File: src/rtl/pll_seq_pkg.sv
// -----------------------------------------------------------------------------
// pll_seq_pkg
// Shared definitions for the PLL lock sequencer slice:
//   - pll_seq_state_t : sequencer FSM state encoding (also driven on the debug
//                       `state` output, so the numeric values are fixed)
//   - PC_W            : width of a trim popcount (0..26 fits in 5 bits)
//   - TRIM_W / DIV_W  : trim code and divider widths
//   - DEF_*           : default timing parameters for the sequencer
//   - clamp_div()     : divider load clamp (factors below 2 are not usable)
// -----------------------------------------------------------------------------
package pll_seq_pkg;

    localparam int PC_W   = 5;
    localparam int TRIM_W = 26;
    localparam int DIV_W  = 5;

    localparam int DEF_RST_CYC      = 16;
    localparam int DEF_SETTLE_CYC   = 1024;
    localparam int DEF_WIN_CYC      = 256;
    localparam int DEF_LOCK_WINS    = 4;
    localparam int DEF_TOL          = 1;
    localparam int DEF_TIMEOUT_WINS = 64;

    localparam logic [DIV_W-1:0] DIV_RESET = 5'd8;
    localparam logic [DIV_W-1:0] DIV_MIN   = 5'd2;

    typedef enum logic [2:0] {
        ST_IDLE    = 3'd0,
        ST_RSTPLL  = 3'd1,
        ST_SETTLE  = 3'd2,
        ST_MEASURE = 3'd3,
        ST_LOCKED  = 3'd4,
        ST_FAULT   = 3'd5
    } pll_seq_state_t;

    function automatic logic [DIV_W-1:0] clamp_div(input logic [DIV_W-1:0] d);
        return (d < DIV_MIN) ? DIV_MIN : d;
    endfunction

endpackage

File: src/rtl/pll_lock_sequencer_if.sv
// -----------------------------------------------------------------------------
// pll_lock_sequencer_if
// Control/status bundle of the PLL lock sequencer.
//   master (system side) drives : enable, cfg_we, div_cfg, trim
//   slave  (sequencer)   drives : pll_reset, div, lock, sel_pll, timeout, state
// `trim` originates in the PLL clock domain; the sequencer synchronizes it.
// -----------------------------------------------------------------------------
interface pll_lock_sequencer_if;
    import pll_seq_pkg::*;

    logic              enable;
    logic              cfg_we;
    logic [DIV_W-1:0]  div_cfg;
    logic [TRIM_W-1:0] trim;
    logic              pll_reset;
    logic [DIV_W-1:0]  div;
    logic              lock;
    logic              sel_pll;
    logic              timeout;
    logic [2:0]        state;

    modport master (
        output enable, cfg_we, div_cfg, trim,
        input  pll_reset, div, lock, sel_pll, timeout, state
    );

    modport slave (
        input  enable, cfg_we, div_cfg, trim,
        output pll_reset, div, lock, sel_pll, timeout, state
    );

endinterface

File: src/rtl/trim_window_monitor.sv
// -----------------------------------------------------------------------------
// trim_window_monitor
// Synchronizes the trim code, qualifies samples by stability, and tracks the
// popcount spread over fixed-length windows.
//   clock, reset  : reference clock, async active-high reset
//   clear_i       : holds the window at its start (min/max/position reset)
//   trim_i        : raw trim code from the PLL domain
//   win_end_o     : high during the last cycle of a window
//   win_good_o    : high with win_end_o when the window had at least one
//                   valid sample and max-min popcount <= TOL
// A sample is valid when the synced code equals the previous synced code,
// which rejects codes caught mid-transition by the synchronizer.
// -----------------------------------------------------------------------------
module trim_window_monitor
    import pll_seq_pkg::*;
#(
    parameter int WIN_CYC = DEF_WIN_CYC,
    parameter int TOL     = DEF_TOL
) (
    input  logic              clock,
    input  logic              reset,
    input  logic              clear_i,
    input  logic [TRIM_W-1:0] trim_i,
    output logic              win_end_o,
    output logic              win_good_o
);

    localparam int              POS_W    = (WIN_CYC > 1) ? $clog2(WIN_CYC) : 1;
    localparam logic [POS_W-1:0] POS_LAST = POS_W'(WIN_CYC - 1);
    localparam logic [PC_W-1:0]  TOL_PC   = PC_W'(TOL);
    localparam logic [PC_W-1:0]  MIN_INIT = '1;

    logic [TRIM_W-1:0] sync1_q, sync2_q, prev_q;
    logic [PC_W-1:0]   min_q, min_d, max_q, max_d;
    logic              seen_q, seen_d;
    logic [POS_W-1:0]  pos_q, pos_d;
    logic              samp_vld;
    logic [PC_W-1:0]   pc;
    logic [PC_W-1:0]   win_min, win_max;
    logic              win_seen;

    function automatic logic [PC_W-1:0] popcount(input logic [TRIM_W-1:0] v);
        logic [PC_W-1:0] n;
        n = '0;
        for (int i = 0; i < TRIM_W; i++) begin
            n = n + PC_W'(v[i]);
        end
        return n;
    endfunction

    // Stage: 2-flop synchronizer plus previous-value register for the stability compare
    always_ff @(posedge clock or posedge reset) begin
        if (reset) begin
            sync1_q <= '0;
            sync2_q <= '0;
            prev_q  <= '0;
        end else begin
            sync1_q <= trim_i;
            sync2_q <= sync1_q;
            prev_q  <= sync2_q;
        end
    end

    // Current-cycle sample is folded into min/max before the window decision,
    // so the last cycle of a window still counts.
    always_comb begin
        samp_vld = (sync2_q == prev_q);
        pc       = popcount(sync2_q);
        win_min  = min_q;
        win_max  = max_q;
        win_seen = seen_q;
        if (samp_vld) begin
            if (pc < min_q) win_min = pc;
            if (pc > max_q) win_max = pc;
            win_seen = 1'b1;
        end

        win_end_o  = !clear_i && (pos_q == POS_LAST);
        win_good_o = win_end_o && win_seen && ((win_max - win_min) <= TOL_PC);

        if (clear_i || win_end_o) begin
            pos_d  = '0;
            min_d  = MIN_INIT;
            max_d  = '0;
            seen_d = 1'b0;
        end else begin
            pos_d  = pos_q + POS_W'(1);
            min_d  = win_min;
            max_d  = win_max;
            seen_d = win_seen;
        end
    end

    // Stage: window tracker state
    always_ff @(posedge clock or posedge reset) begin
        if (reset) begin
            pos_q  <= '0;
            min_q  <= MIN_INIT;
            max_q  <= '0;
            seen_q <= 1'b0;
        end else begin
            pos_q  <= pos_d;
            min_q  <= min_d;
            max_q  <= max_d;
            seen_q <= seen_d;
        end
    end

endmodule

File: src/rtl/pll_lock_sequencer.sv
// -----------------------------------------------------------------------------
// pll_lock_sequencer
// Reference-clock sequencer for the digital PLL trim loop: resets the PLL
// controller, waits for it to settle, then declares lock after LOCK_WINS
// consecutive good trim windows and requests the clock switch. Flags a sticky
// timeout if lock is not reached within TIMEOUT_WINS windows.
//   clock, reset       : reference clock, async active-high reset
//   seq_if (slave)     : enable, cfg_we, div_cfg, trim in;
//                        pll_reset, div, lock, sel_pll, timeout, state out
// All outputs are registered; they are computed from the next state so they
// change on the same edge as the FSM.
// -----------------------------------------------------------------------------
module pll_lock_sequencer
    import pll_seq_pkg::*;
#(
    parameter int RST_CYC      = DEF_RST_CYC,
    parameter int SETTLE_CYC   = DEF_SETTLE_CYC,
    parameter int WIN_CYC      = DEF_WIN_CYC,
    parameter int LOCK_WINS    = DEF_LOCK_WINS,
    parameter int TOL          = DEF_TOL,
    parameter int TIMEOUT_WINS = DEF_TIMEOUT_WINS
) (
    input logic                  clock,
    input logic                  reset,
    pll_lock_sequencer_if.slave  seq_if
);

    localparam int CYC_MAX = (RST_CYC > SETTLE_CYC) ? RST_CYC : SETTLE_CYC;
    localparam int CYC_W   = $clog2(CYC_MAX + 1);
    localparam int GOOD_W  = $clog2(LOCK_WINS + 1);
    localparam int WINC_W  = $clog2(TIMEOUT_WINS + 1);

    localparam logic [CYC_W-1:0]  RST_LAST    = CYC_W'(RST_CYC - 1);
    localparam logic [CYC_W-1:0]  SETTLE_LAST = CYC_W'(SETTLE_CYC - 1);
    localparam logic [GOOD_W-1:0] LOCK_TGT    = GOOD_W'(LOCK_WINS);
    localparam logic [WINC_W-1:0] TO_TGT      = WINC_W'(TIMEOUT_WINS);

    pll_seq_state_t    state_q, state_d;
    logic [CYC_W-1:0]  cyc_q, cyc_d;
    logic [GOOD_W-1:0] good_q, good_d;
    logic [WINC_W-1:0] winc_q, winc_d;
    logic [DIV_W-1:0]  div_q, div_d;
    logic              pll_reset_q, pll_reset_d;
    logic              lock_q, lock_d;
    logic              sel_q, sel_d;
    logic              timeout_q, timeout_d;
    logic              restart;
    logic              mon_clear, win_end, win_good;

    function automatic logic [WINC_W-1:0] winc_sat_inc(input logic [WINC_W-1:0] v);
        return (v == TO_TGT) ? v : v + WINC_W'(1);
    endfunction

    // The window only runs while measuring or locked; elsewhere it is held at
    // its start so the first MEASURE cycle opens a fresh window.
    assign mon_clear = !((state_q == ST_MEASURE) || (state_q == ST_LOCKED));

    trim_window_monitor #(
        .WIN_CYC (WIN_CYC),
        .TOL     (TOL)
    ) u_mon (
        .clock      (clock),
        .reset      (reset),
        .clear_i    (mon_clear),
        .trim_i     (seq_if.trim),
        .win_end_o  (win_end),
        .win_good_o (win_good)
    );

    always_comb begin
        state_d = state_q;
        cyc_d   = '0;
        good_d  = good_q;
        winc_d  = winc_q;
        div_d   = div_q;
        restart = 1'b0;

        if (seq_if.cfg_we) div_d = clamp_div(seq_if.div_cfg);

        case (state_q)
            ST_IDLE: begin
                if (seq_if.enable) state_d = ST_RSTPLL;
            end
            ST_RSTPLL: begin
                cyc_d = cyc_q + CYC_W'(1);
                if (cyc_q == RST_LAST) state_d = ST_SETTLE;
            end
            ST_SETTLE: begin
                cyc_d  = cyc_q + CYC_W'(1);
                good_d = '0;
                winc_d = '0;
                if (cyc_q == SETTLE_LAST) state_d = ST_MEASURE;
            end
            ST_MEASURE: begin
                if (win_end) begin
                    good_d = win_good ? good_q + GOOD_W'(1) : '0;
                    winc_d = winc_sat_inc(winc_q);
                    // Lock wins over timeout when both land on the same window.
                    if (good_d == LOCK_TGT)    state_d = ST_LOCKED;
                    else if (winc_d == TO_TGT) state_d = ST_FAULT;
                end
            end
            ST_LOCKED: begin
                if (win_end && !win_good) begin
                    state_d = ST_MEASURE;
                    good_d  = '0;
                    winc_d  = '0;
                end
            end
            ST_FAULT: begin
                state_d = ST_FAULT;
            end
            default: begin
                state_d = ST_IDLE;
            end
        endcase

        // A divider change invalidates any lock in progress; IDLE and FAULT
        // only take the new value.
        if (seq_if.cfg_we && (state_q != ST_IDLE) && (state_q != ST_FAULT)) begin
            state_d = ST_RSTPLL;
            restart = 1'b1;
        end

        if (!seq_if.enable) begin
            state_d = ST_IDLE;
            good_d  = '0;
            winc_d  = '0;
        end

        if ((state_d != state_q) || restart) cyc_d = '0;

        pll_reset_d = (state_d == ST_IDLE) || (state_d == ST_RSTPLL) || (state_d == ST_FAULT);
        lock_d      = (state_d == ST_LOCKED);
        sel_d       = lock_d && lock_q;
        timeout_d   = (state_d == ST_FAULT);
    end

    // Stage: FSM, counters and output registers
    always_ff @(posedge clock or posedge reset) begin
        if (reset) begin
            state_q     <= ST_IDLE;
            cyc_q       <= '0;
            good_q      <= '0;
            winc_q      <= '0;
            div_q       <= DIV_RESET;
            pll_reset_q <= 1'b1;
            lock_q      <= 1'b0;
            sel_q       <= 1'b0;
            timeout_q   <= 1'b0;
        end else begin
            state_q     <= state_d;
            cyc_q       <= cyc_d;
            good_q      <= good_d;
            winc_q      <= winc_d;
            div_q       <= div_d;
            pll_reset_q <= pll_reset_d;
            lock_q      <= lock_d;
            sel_q       <= sel_d;
            timeout_q   <= timeout_d;
        end
    end

    assign seq_if.pll_reset = pll_reset_q;
    assign seq_if.div       = div_q;
    assign seq_if.lock      = lock_q;
    assign seq_if.sel_pll   = sel_q;
    assign seq_if.timeout   = timeout_q;
    assign seq_if.state     = state_q;

endmodule

File: src/flat_wrapper.sv
// flat-port wrapper written by rule: the top's interface ports become plain ports
module pll_lock_sequencer_flat import pll_seq_pkg::*;
#(
    parameter int RST_CYC      = DEF_RST_CYC,
    parameter int SETTLE_CYC   = DEF_SETTLE_CYC,
    parameter int WIN_CYC      = DEF_WIN_CYC,
    parameter int LOCK_WINS    = DEF_LOCK_WINS,
    parameter int TOL          = DEF_TOL,
    parameter int TIMEOUT_WINS = DEF_TIMEOUT_WINS
)
  (clock, reset, seq_if_enable, seq_if_cfg_we, seq_if_div_cfg, seq_if_trim, seq_if_pll_reset, seq_if_div, seq_if_lock, seq_if_sel_pll, seq_if_timeout, seq_if_state);
  pll_lock_sequencer_if seq_if_i ();
  input logic clock;
  input logic reset;
  input wire logic [$bits(seq_if_i.enable)-1:0] seq_if_enable;
  input wire logic [$bits(seq_if_i.cfg_we)-1:0] seq_if_cfg_we;
  input wire logic [$bits(seq_if_i.div_cfg)-1:0] seq_if_div_cfg;
  input wire logic [$bits(seq_if_i.trim)-1:0] seq_if_trim;
  output wire logic [$bits(seq_if_i.pll_reset)-1:0] seq_if_pll_reset;
  output wire logic [$bits(seq_if_i.div)-1:0] seq_if_div;
  output wire logic [$bits(seq_if_i.lock)-1:0] seq_if_lock;
  output wire logic [$bits(seq_if_i.sel_pll)-1:0] seq_if_sel_pll;
  output wire logic [$bits(seq_if_i.timeout)-1:0] seq_if_timeout;
  output wire logic [$bits(seq_if_i.state)-1:0] seq_if_state;
  assign seq_if_i.enable = seq_if_enable;
  assign seq_if_i.cfg_we = seq_if_cfg_we;
  assign seq_if_i.div_cfg = seq_if_div_cfg;
  assign seq_if_i.trim = seq_if_trim;
  assign seq_if_pll_reset = seq_if_i.pll_reset;
  assign seq_if_div = seq_if_i.div;
  assign seq_if_lock = seq_if_i.lock;
  assign seq_if_sel_pll = seq_if_i.sel_pll;
  assign seq_if_timeout = seq_if_i.timeout;
  assign seq_if_state = seq_if_i.state;
  pll_lock_sequencer #(.RST_CYC(RST_CYC), .SETTLE_CYC(SETTLE_CYC), .WIN_CYC(WIN_CYC), .LOCK_WINS(LOCK_WINS), .TOL(TOL), .TIMEOUT_WINS(TIMEOUT_WINS)) u_core (.clock(clock), .reset(reset), .seq_if(seq_if_i));
endmodule
File: config.mk
export PLATFORM = sky130hd
export DESIGN_NAME = pll_lock_sequencer_flat
export DESIGN_NICKNAME = d
export VERILOG_FILES = /design/src/rtl/pll_seq_pkg.sv /design/src/rtl/pll_lock_sequencer_if.sv /design/src/rtl/trim_window_monitor.sv /design/src/rtl/pll_lock_sequencer.sv /design/src/flat_wrapper.sv
export SDC_FILE = /design/constraint.sdc
export NUM_CORES = 1
export LEC_CHECK = 0
export CORE_MARGIN = 2
export CORE_UTILIZATION = 30
export CTS_CLUSTER_DIAMETER = 60
export DETAILED_ROUTE_END_ITERATION = 8
export PLACE_DENSITY_LB_ADDON = 0.12
export SYNTH_ARGS = -nofsm -noshare
export SYNTH_HDL_FRONTEND = slang
export SYNTH_SLANG_ARGS = --single-unit
File: constraint.sdc
create_clock -name clock -period 23.6 [get_ports clock]
set_clock_uncertainty 0.1 [all_clocks]
set_input_delay 4.72 -clock clock [delete_from_list [all_inputs] [get_ports clock]]
set_output_delay 4.72 -clock clock [all_outputs]
set_load 0.01 [all_outputs]
### After elaboration in Yosys (flattened, before gate mapping)

Index checks and enable logic that the tools add are counted.

* output and inout port bits: 12
* memories: 0
* memory bits (read-only): 0
* register bits: 130
* bits in latches: 0
* word-level logic and storage cells: 121
* memory bits (writable): 0
* bits of input ports: 35

* div/mod/pow operators: 0
* equality and inequality tests: 20
* bitwise gates (word level): 0
* $lt $le $gt $ge: 4
* reductions and logical operators: 19
* multiplexer cells: 32
* $mul: 0
* shift operators: 0
* add/sub/neg operators: 30

Operators with widths (count)
* adder 5 x 1 -> 5 bit: 21
* 2-to-1 mux 3 bit: 12
* 2-to-1 mux 5 bit: 7
* 2-to-1 mux 7 bit: 4
* equality test 26 bit: 1
* 2-to-1 mux 11 bit: 2
* case mux 7 bit (3 select lines): 1
* case mux 3 bit (6 select lines): 1
* equality test 3 bit (second input constant): 5
* equality test 7 bit (second input constant): 2
* adder 11 x 1 -> 11 bit (second input constant): 1
* equality test 11 x 10 -> 1 bit (second input constant): 1
* equality test 11 x 4 -> 1 bit (second input constant): 1
* case mux 3 bit (3 select lines): 1
* adder 8 x 1 -> 8 bit (second input constant): 1
* equality test 8 bit (second input constant): 1
* 2-to-1 mux 8 bit: 1
* adder 7 x 1 -> 7 bit (second input constant): 1
* logical AND 1 bit: 7
* equality test 3 x 1 -> 1 bit (second input constant): 2
* equality test 3 x 2 -> 1 bit (second input constant): 2
* logical NOT 3 bit: 2
* inequality test 3 bit (second input constant): 2
* adder 4 x 1 -> 5 bit: 1
* other kinds (18): 25

### Longest topological paths before layout

Gate-level depths: netlist of run 1.

* depth in word-level cells: 41
* gate-level depth with buffers: 34
* gate-level depth less buffers: 32

### Cells and area by module

From an unflattened synthesis of run 1, not the netlist that was laid out.

* cell total of the unflattened synthesis: 505
* area total of the unflattened synthesis: 5955.7 um^2

Modules (own cells, without submodules)
* trim_window_monitor: area each 4145.2 um^2, cells each 317, times used 1
* pll_lock_sequencer: area each 1810.5 um^2, cells each 188, times used 1

### Worst setup path after synthesis of run 1

Ideal clock, no wire load.

* path kind: register to register
* from: reg u_core.u_mon.sync2_q[17]
* to: reg u_core.cyc_q[10]
* buffers on the path: 2
* path slack: 15367 ps
* clock period less this slack: 8233 ps
* cell stages (with the launch flop): 35
* arrival: 7991 ps
* library setup time: 142 ps
* required time: 23358 ps
* path through: dfrtp_1 fa_1 inv_1 fa_1 inv_1 fa_1 inv_1 fa_1 fa_1 fa_1 inv_1 ha_1 fa_1 a21o_1 a21oi_1 xnor2_1 ha_1 a21oi_1 o21ai_0 or2_2 clkbuf_1 nand2_1 o21ai_0 ha_1 fa_1 nor2b_1 o21ai_0 nand2b_1 xnor2_1 nand3b_1 a41o_1 a31oi_2 mux2i_1 buf_6 nor3_2

* longest elaborated chain between the ends: 25

RTL lines
* start, declared: line trim_window_monitor.sv:33 `logic [TRIM_W-1:0] sync1_q, sync2_q, prev_q;`
* start signal, assigned: line trim_window_monitor.sv:59 `sync2_q <= sync1_q;`
* adder 5 x 1 -> 5 bit (9 in a row): line trim_window_monitor.sv:46 `n = n + PC_W'(v[i]);`
* greater-than comparator 5 bit / less-than comparator 5 bit (equally long branches): line trim_window_monitor.sv:74, trim_window_monitor.sv:73
* 2-to-1 mux 5 bit, on equally long branches: line trim_window_monitor.sv:74, trim_window_monitor.sv:73
* 2-to-1 mux 5 bit: line trim_window_monitor.sv:72 `if (samp_vld) begin`
* subtractor 5 bit: line trim_window_monitor.sv:79 `win_good_o = win_end_o && win_seen && ((win_max - win_min) <= TOL_PC);`
* less-or-equal comparator 5 x 1 -> 1 bit: line trim_window_monitor.sv:79
* logical AND 1 bit (*): line trim_window_monitor.sv:79
* 2-to-1 mux 3 bit: line pll_lock_sequencer.sv:96 `good_d = win_good ? good_q + GOOD_W'(1) : '0;`
* (+2 left out)
* 2-to-1 mux 3 bit: line pll_lock_sequencer.sv:95 `if (win_end) begin`
* case mux 3 bit (6 select lines) (*): line pll_lock_sequencer.sv:80 `case (state_q)`
* 2-to-1 mux 3 bit (*): line pll_lock_sequencer.sv:120 `if (seq_if.cfg_we && (state_q != ST_IDLE) && (state_q != ST_FAULT)) begin`
* 2-to-1 mux 3 bit (*): line pll_lock_sequencer.sv:125 `if (!seq_if.enable) begin`
* inequality test 3 bit (*): line pll_lock_sequencer.sv:131 `if ((state_d != state_q) || restart) cyc_d = '0;`
* logical OR 1 bit (*): line pll_lock_sequencer.sv:131
* 2-to-1 mux 11 bit (*): line pll_lock_sequencer.sv:131
* named net u_core.cyc_d[10]: line pll_lock_sequencer.sv:39 `logic [CYC_W-1:0] cyc_q, cyc_d;`
* end signal, assigned: line pll_lock_sequencer.sv:153 `cyc_q <= cyc_d;`
* end, declared: line pll_lock_sequencer.sv:39

Mark *: on every way through the listed nets, which the timed path passes. The rest lies on a longest branch.
A chain may end at the register's enable or synchronous reset.

### Worst setup path after layout of run 1

* from: reg u_core.u_mon.sync2_q[17]
* to: reg u_core.cyc_q[1]

Same word-level chain as after synthesis.

==> results of run 1 <==
worst paths after layout:
| check | slack, ps | from | endpoint | cells past startpoint |
|---|---|---|---|---|
| max | 14750 | u_core.u_mon.sync2_q[17] | u_core.cyc_q[1] | 32 |
| min | 250 | u_core.u_mon.sync1_q[24] | u_core.u_mon.sync2_q[24] | 0 |
| max reg2reg | 14750 | u_core.u_mon.sync2_q[17] | u_core.cyc_q[1] | 32 |
| min reg2reg | 250 | u_core.u_mon.sync1_q[24] | u_core.u_mon.sync2_q[24] | 0 |
| max in group asynchronous | 17330 | reset | u_core.u_mon.pos_q[6] | 3 |
| min in group asynchronous | 4670 | reset | u_core.u_mon.sync2_q[13] | 2 |
logic make-up (layout without fill, tap and decap cells):
logic type / after synthesis / count (layout) / synth area share [%]
xor gates and xnor gates: 54 / 54 / 7.97
AOI/OAI and AO/OA: 69 / 69 / 7.97
muxes: 13 / 13 / 2.21
DFF: 130 / 130 / 53.4
and+or+nand+nor: 140 / 140 / 12.9
buffers and inverters: 58 / 127 / 3.79
adders and majority gates: 46 / 46 / 11.8
cells in the mapped netlist (8+ instances only):
library cell    n  area, sq um
and3_1          8         50.1
inv_1          48          180
ha_1           27          338
fa_1           19          380
o21ai_0        14         70.1
a21o_1         10         75.1
nand2_1        25         93.8
xor2_1         19          166
nor3_2         10          100
nor3_1         10         50.1
nor2b_1         9         56.3
xnor2_1        34          298
mux2i_1         9         90.1
a21oi_1        11         55.1
dfrtp_1       123         3080
nand3_1        12         60.1
nor2_1         28          105
state kept, by name (all words and copies together), names as in the netlist:
register,count
u_core.u_mon.prev_q,26
u_core.u_mon.sync1_q,26
u_core.u_mon.sync2_q,26
u_core.cyc_q,11
u_core.u_mon.pos_q,8
u_core.winc_q,7
u_core.seq_if.div,5
u_core.u_mon.max_q,5
u_core.u_mon.min_q,5
u_core.good_q,3
u_core.seq_if.state,3
u_core.seq_if.lock,1
u_core.seq_if.pll_reset,1
u_core.seq_if.sel_pll,1
u_core.seq_if.timeout,1
u_core.u_mon.seen_q,1
per-layer routing:
metal	track usage [%]	vias up
met5	0	-
li1	-	1831
met3	3.72	13
met1	15.4	1922
met2	20.2	57
met4	3.79	0
cell type report:
type                            count  area, sq um  share of cell area, %
Sequential cell                   130         3260                   43.7
Multi-Input combinational cell    322         2610                   35.0
Timing Repair Buffer               48          475                   6.36
Clock buffer                       17          425                   5.69
Tap cell                          270          338                   4.52
Inverter                           48          183                   2.44
Clock inverter                     14          175                   2.34
power by group:
group          leakage (nW)  switching, mW  internal, mW
registers              1.60        0.00544         0.231
clock network         0.293          0.102         0.167
logic                  1.43          0.163         0.131
total                  3.32          0.271         0.529
per-stage QoR:
stage / std cells / instance area, sq um / power, mW / util [%]
after detailed placement: 818 / 6870 / 0.536 / 34.2
final: 849 / 7470 / 0.800 / 37.2
after global routing: 849 / 7470 / 0.864 / 37.2
after global placement: 818 / 6870 / 0.533 / 34.2
after floorplan: 510 / 6110 / 0.468 / -
after CTS: 849 / 7470 / 0.814 / 37.2
layout by cell type (no fill, tap or decap), drive strengths merged, types with 4 or more instances in the layout:
master         instances
dfrtp                123
a21oi                 12
and2                   6
mux2i                  9
xor2                  19
nor2b                  9
mux2                   4
clkbuf                17
nand2                 26
nand2b                 7
nor2                  28
inv                   54
a22o                   4
o22ai                  4
nor3                  21
o21a                   4
nand3                 13
nand4                  6
and3                   8
dfstp                  7
a21o                  10
clkdlybuf4s50         46
ha                    27
xnor2                 34
a31oi                  5
nor4                   4
fa                    19
o21ai                 15
==> impl_metrics.json, run 1 <==
{
  "top_layer": "met4",
  "antenna_found_initial": 0,
  "grt_pass1_vias": 4102,
  "root_buffer": "clkbuf_16",
  "cp_num_buf_inv": 6,
  "insertion_delay_ps": 410,
  "ios": 47,
  "cts_buffers": 17,
  "area_growth_syn_to_layout_pct": 22.4,
  "layout-drive-gt1-share_pct": 11.2,
  "vdd_drop_max_v": 0.0000685,
  "tns_ps": 0,
  "synth_area_per_cell_sq_um": 12.0,
  "synth_async_sr_flop_share_pct": 100,
  "period_needed_ps": 8850,
  "viasPerCell": 4.50,
  "crit_top_cell": "fa_1",
  "setup_slack_ps": 14750,
  "drc": 0,
  "cts-resized-gates": 0,
  "syn-cell-area_sq_um": 6110,
  "antenna_cells": 0,
  "hold_ws_ps": 246,
  "synth_edf_count": 0,
  "fp-row-count": 52,
  "cp_max_fo": 11,
  "dieArea_sq_um": 21500,
  "path_clk_slew_ps": 60,
  "start_util_pct": 30.4,
  "dr.pass1.iters": 4,
  "grt_usage_pct": 12.2,
  "slew_headroom_pct": 37.1,
  "drt-initial-drc-count": 113,
  "n_fill_cell": 1990,
  "rsz0062_at_grt": "no",
  "ys.flop_type": "dfrtp_1",
  "cts_tree": "yes",
  "dp_slack_ps": 14770,
  "post-cts-setup-buffers": 0,
  "synth_nets": 591,
  "finalMaxSlewViolations": 0,
  "wirelength_um": 12100,
  "gp_congestion": 0.754,
  "worst_pin_slew_ps": 943,
  "cts_hold_buf": 0,
  "clock_sink_count": 130,
  "final_hold_viol_count": 0,
  "wl_met2_um": 5910,
  "slowest_stage": "fa_1",
  "dr_wl_met3_um": 467,
  "antenna_left": 0,
  "grt-ovfl-total": 0,
  "num_vias": 3823,
  "dieHeight_um": 147,
  "crit_family": "adder cells",
  "portBuffers": 46,
  "synth-warning-count": 0,
  "critical_path.startpoint_type": "flip-flop",
  "finalCritPeriodShare_pct": 37.5,
  "met1_length_um": 5560,
  "hold_path_class": "reg -> reg",
  "max_cap_violations": 0,
  "die_x_um": 147,
  "final-setup-viol-count": 0,
  "fin_nets": 648,
  "htree_levels": 4,
  "pwr_density_cell_nw_per_um2": 107,
  "synth_cell_type_count": 57,
  "status": "finished clean",
  "ctsLongestPathBuffers": 2,
  "total_leakage_power_nw": 3.32,
  "grt_max_degree": 73,
  "synth_cells": 510,
  "yosysSeqAreaShare_pct": 53.4,
  "end_kind": "flip-flop",
  "critPathKind": "reg -> reg",
  "ys_seq_elements": 130,
  "core-area_sq_um": 20100,
  "grt_first_pass_wirelength_um": 20700,
  "arrival_ps": 9040,
  "post_drt_wl_per_cell_um": 14.2,
  "hpwl_um": 8520,
  "required_ps": 23790,
  "clock.fmax_mhz": 113,
  "max_stage_delay_ps": 540
}
Note: power is estimated with default switching activity, not from simulation.
==> run 2: changes to the inputs <==
==> constraint.sdc (replaced) <==
create_clock -name clock -period 8.9 [get_ports clock]
set_clock_uncertainty 0.1 [all_clocks]
set_input_delay 1.78 -clock clock [delete_from_list [all_inputs] [get_ports clock]]
set_output_delay 1.78 -clock clock [all_outputs]
set_load 0.01 [all_outputs]
==> run 2 against run 1 <==
Setup slack worse by 14000 ps. Total power grew to 2.8 times the previous value. Clock power rose to 2.5 times the previous value. Final cell count is 0.12% higher. Die area unchanged. First-iteration DRC count is 42% higher. Cell area up 1.2%. Core utilization increased by 0.45 points. Largest power group unchanged. Register-to-register slack worse by 14000 ps.
==> impl_metrics.json, run 2 (synthesis gave the netlist of run 1 again) <==
{
  "status": "finished clean",
  "die_x_um": 147,
  "antenna_left": 0,
  "critical_path.startpoint_type": "flip-flop",
  "pwr_density_cell_nw_per_um2": 297,
  "post_drt_wl_per_cell_um": 14.7,
  "dieArea_sq_um": 21500,
  "post_dp_cell_area_sq_um": 6870,
  "num_vias": 3799,
  "start_util_pct": 30.4,
  "antenna_found_initial": 0,
  "n_fill_cell": 1956,
  "p_clk_share_pct": 30.5,
  "hold_depth": 0,
  "final_common_cell": "dfrtp_1",
  "portBuffers": 46,
  "r2r-start": "u_core.u_mon.sync2_q[17]",
  "final_hold_viol_count": 0,
  "area_growth_syn_to_layout_pct": 23.8,
  "vdd_drop_max_v": 0.000227,
  "combPwrFrac_pct": 41.5,
  "grt_usage_pct": 12.7,
  "worst_pin_slew_ps": 959,
  "period_needed_ps": 8420,
  "max_stage_delay_ps": 550,
  "min_to": "u_core.u_mon.sync2_q[22]",
  "top_regs": "u_core.u_mon.prev_q: 26 flops, u_core.u_mon.sync1_q: 26 flops, u_core.u_mon.sync2_q: 26 flops",
  "insertion_delay_ps": 410,
  "fp-row-count": 52,
  "fin_nets": 649,
  "grt_max_degree": 75,
  "drt-initial-drc-count": 160,
  "p_seq_share_pct": 27.9,
  "hold_path_startpoint": "u_core.u_mon.sync1_q[22]",
  "hpwl_um": 8690,
  "viasPerCell": 4.47,
  "fin_area_sq_um": 7560,
  "arrival_ps": 8600,
  "final-setup-viol-count": 0,
  "max_cap_violations": 0,
  "hold_ws_ps": 246,
  "antenna_cells": 0,
  "layout-drive-gt1-share_pct": 12.9,
  "finalPower_mw": 2.25,
  "cp_max_fo": 6,
  "dr.pass1.iters": 4,
  "placed_cells": 818,
  "slowest_stage": "fa_1",
  "p_int_mw": 1.44,
  "final_cell_mix": "dfrtp_1, inv_1, clkdlybuf4s50_1",
  "cts_hold_buf": 0,
  "end_kind": "flip-flop",
  "finalMaxSlewViolations": 0,
  "hold_path_class": "reg -> reg",
  "root_buffer": "clkbuf_16",
  "reg2reg_to": "u_core.cyc_q[1]",
  "cts-resized-gates": 0,
  "p_switching_mw": 0.801,
  "cts_tree": "yes",
  "gp_congestion": 0.813,
  "total_leakage_power_nw": 3.33,
  "grt-ovfl-total": 0,
  "required_ps": 9090,
  "crit_top_cell": "fa_1",
  "swShare_pct": 35.7,
  "critPathKind": "reg -> reg",
  "ctsLongestPathBuffers": 2,
  "rrSetupSlack_ps": 480,
  "clock_sink_count": 130,
  "dieHeight_um": 147,
  "worstRegToRegCells": 31,
  "core-area_sq_um": 20100,
  "setup_slack_ps": 483,
  "wirelength_um": 12500,
  "clock.fmax_mhz": 119,
  "ios": 47,
  "htree_levels": 4,
  "grt_pass1_vias": 4314,
  "grt_first_pass_wirelength_um": 21700,
  "slew_headroom_pct": 36.1,
  "finalCritPeriodShare_pct": 94.6,
  "path_clk_slew_ps": 60,
  "cts_buffers": 17,
  "dp_slack_ps": 73.7,
  "drc": 0,
  "post-cts-setup-buffers": 0,
  "final_cell_count_no_fill": 850
}
-- run 2: worst max path at each step --
| stage | slack, ps | to | start | cells after the start |
|---|---|---|---|---|
| 6_report | 480 | u_core.cyc_q[1] | u_core.u_mon.sync2_q[17] | 31 |
| 3_3_place_gp | 260 | u_core.cyc_q[1] | u_core.u_mon.sync2_q[17] | 33 |
| 2_1_floorplan | 670 | u_core.cyc_q[10] | u_core.u_mon.sync2_q[17] | 34 |
| 3_5_place_dp | 70 | u_core.cyc_q[1] | u_core.u_mon.sync2_q[17] | 32 |
| 5_1_grt | -2 | u_core.cyc_q[1] | u_core.u_mon.sync2_q[17] | 31 |
| 4_1_cts | 70 | u_core.cyc_q[1] | u_core.u_mon.sync2_q[17] | 32 |
-- run 2: cell type report --
type	instances	area (sq um)	area share, %
timing repair buffer	49	490	6.49
inverter	48	183	2.42
clock buffer	19	453	5.99
multi-input combinational	322	2700	35.8
sequential	130	3260	43.1
tap	270	338	4.47
clock inverter	12	133	1.75
-- run 2: power by group through the flow --
| stage | logic (mW) | registers, mW | clock network (mW) |
|---|---|---|---|
| finish | 0.933 | 0.628 | 0.686 |
| global route | 1.07 | 0.630 | 0.733 |
| CTS | 0.798 | 0.628 | 0.709 |
| detailed placement | 0.788 | 0.638 | 0 |
| global placement | 0.776 | 0.638 | 0 |
| floorplan | 0.606 | 0.634 | 0 |
-- run 2: per-stage QoR --
step / setup TNS, ps / utilization, %
floorplan: 0 / -
global route: -1.81 / 37.6
global placement: 0 / 34.2
CTS: 0 / 37.1
detailed placement: 0 / 34.2
finish: 0 / 37.6
-- run 2: critical path, delay by kind of cell, from the launching register on --
family	cells	cell delay, ps
buffers and inverters	5	350
and+or+nand+nor	4	530
muxes	2	480
AOI/OAI and AO/OA	7	1540
xor gates and xnor gates	2	370
DFF	1	420
adders and majority gates	11	4490
-- run 2: routing by layer --
metal / wire [um] / GRT usage (%) / up-vias
li1: - / - / 1827
met1: 5840 / 16.3 / 1891
met2: 5950 / 20.2 / 64
met3: 490 / 3.78 / 17
met4: 228 / 5.29 / 0
met5: 0 / 0 / -
==> run 3: changes to the inputs <==
--- a/config.mk
+++ b/config.mk
@@ -9,7 +9,7 @@
 export CORE_UTILIZATION = 30
 export CTS_CLUSTER_DIAMETER = 60
 export DETAILED_ROUTE_END_ITERATION = 8
-export PLACE_DENSITY_LB_ADDON = 0.12
+export PLACE_DENSITY = 0.53
 export SYNTH_ARGS = -nofsm -noshare
 export SYNTH_HDL_FRONTEND = slang
 export SYNTH_SLANG_ARGS = --single-unit
==> run 3 against run 2 <==
Core utilization down 0.24 points. Final cell count up 0.12%. Non-clock buffer count unchanged. Sequential share of layout area up 0.28 points. Wire length down 7.7%. Hold slack worse by 0.70 ps. Count of clock-buffer cells in the layout up 2. Register-to-register slack worse by 70 ps. Setup slack worse by 70 ps. Largest cell class unchanged. Largest power group unchanged. Highest routed layer unchanged.
==> impl_metrics.json, run 3 (synthesis gave the netlist of run 1 again) <==
{
  "slowest_stage": "fa_1",
  "core-area_sq_um": 20100,
  "layout-drive-gt1-share_pct": 12.9,
  "hpwl_um": 8280,
  "worst_pin_slew_ps": 867,
  "cts_tree": "yes",
  "cts_hold_buf": 0,
  "start_util_pct": 30.4,
  "top_regs": "u_core.u_mon.prev_q: 26 flops, u_core.u_mon.sync1_q: 26 flops, u_core.u_mon.sync2_q: 26 flops",
  "ctsLongestPathBuffers": 2,
  "critPathKind": "reg -> reg",
  "p_seq_share_pct": 28.5,
  "cp-startpoint": "u_core.u_mon.sync2_q[17]",
  "crit_top_cell": "fa_1",
  "final_common_cell": "dfrtp_1",
  "post_dp_cell_area_sq_um": 6870,
  "antenna_cells": 0,
  "fp-row-count": 52,
  "max_stage_delay_ps": 550,
  "grt_usage_pct": 11.7,
  "max_cap_violations": 0,
  "gp_congestion": 0.830,
  "placed_cells": 818,
  "post-cts-setup-buffers": 0,
  "slew_headroom_pct": 42.2,
  "arrival_ps": 8680,
  "end_kind": "flip-flop",
  "finalCritPeriodShare_pct": 95.4,
  "vdd_drop_max_v": 0.000228,
  "hold_path_class": "reg -> reg",
  "finalPower_mw": 2.20,
  "n_fill_cell": 1931,
  "area_growth_syn_to_layout_pct": 23.0,
  "viasPerCell": 4.49,
  "root_buffer": "clkbuf_16",
  "period_needed_ps": 8490,
  "clock_sink_count": 130,
  "hold_ws_ps": 245,
  "grt-ovfl-total": 0,
  "fin_area_sq_um": 7510,
  "post_drt_wl_per_cell_um": 13.6,
  "grt_max_degree": 71,
  "pwr_density_cell_nw_per_um2": 293,
  "crit_family": "adder cells",
  "dieArea_sq_um": 21500,
  "cp_num_buf_inv": 5,
  "drt-initial-drc-count": 126,
  "p_clk_share_pct": 28.5,
  "cts_buffers": 17,
  "wirelength_um": 11500,
  "p_int_mw": 1.40,
  "die_x_um": 147,
  "dieHeight_um": 147,
  "num_vias": 3821,
  "insertion_delay_ps": 410,
  "swShare_pct": 36.3,
  "drc": 0,
  "ios": 47,
  "final_cell_count_no_fill": 851,
  "final-setup-viol-count": 0,
  "dr.pass1.iters": 4,
  "required_ps": 9090,
  "path_clk_slew_ps": 60,
  "critical_path.startpoint_type": "flip-flop",
  "p_switching_mw": 0.798,
  "finalMaxSlewViolations": 0,
  "grt_pass1_vias": 4139,
  "antenna_found_initial": 0,
  "combPwrFrac_pct": 42.9,
  "cts-resized-gates": 0,
  "total_leakage_power_nw": 3.31,
  "final_cell_mix": "dfrtp_1, inv_1, clkdlybuf4s50_1",
  "r2r-start": "u_core.u_mon.sync2_q[17]",
  "portBuffers": 46,
  "grt_first_pass_wirelength_um": 20000,
  "final_hold_viol_count": 0,
  "fin_nets": 649,
  "antenna_left": 0,
  "postLayoutCoreUtil_pct": 37.4,
  "hold_path_startpoint": "u_core.u_mon.sync1_q[10]",
  "htree_levels": 4,
  "status": "finished clean",
  "cp_max_fo": 6,
  "clock.fmax_mhz": 118
}
==> run 3: power groups by stage <==
stage	sequential, mW	combinational [mW]	clock [mW]
2_1_floorplan	0.634	0.606	0
3_3_place_gp	0.637	0.766	0
3_5_place_dp	0.638	0.788	0
4_1_cts	0.628	0.793	0.650
5_1_grt	0.630	1.07	0.677
6_report	0.627	0.943	0.627
==> run 3: path summary, 6_finish.rpt <==
path	end	slack, ps	cells after the start
max	u_core.cyc_q[1]	410	33
min	u_core.u_mon.sync2_q[10]	240	0
max reg2reg	u_core.cyc_q[1]	410	33
min reg2reg	u_core.u_mon.sync2_q[10]	240	0
max in group asynchronous	u_core.u_mon.sync2_q[2]	5650	3
min in group asynchronous	u_core.u_mon.sync1_q[20]	1800	2
==> run 3: layout make-up <==
class	instances	area, sq um	share of cell area [%]
Clock inverter	11	81.3	1.08
Timing Repair Buffer	49	490	6.53
Multi-Input combinational cell	322	2700	35.9
Inverter	48	183	2.43
Sequential cell	130	3260	43.4
Clock buffer	21	460	6.13
Tap cell	270	338	4.50
==> run 3: metrics by stage <==
step	setup TNS (ps)	setup WS, ps
3_3_place_gp	0	269
5_1_grt	-11.3	-11.3
4_1_cts	0	27.8
6_report	0	413
2_1_floorplan	0	667
3_5_place_dp	0	77.9
==> run 3: metal layers <==
layer  share of wire, %  track usage [%]  up-vias
met5                  0                0        -
met4                1.3             3.35        0
met3                4.1             3.94       14
met2                 50             19.6       67
met1                 45             14.6     1901
li1                   -                -     1839
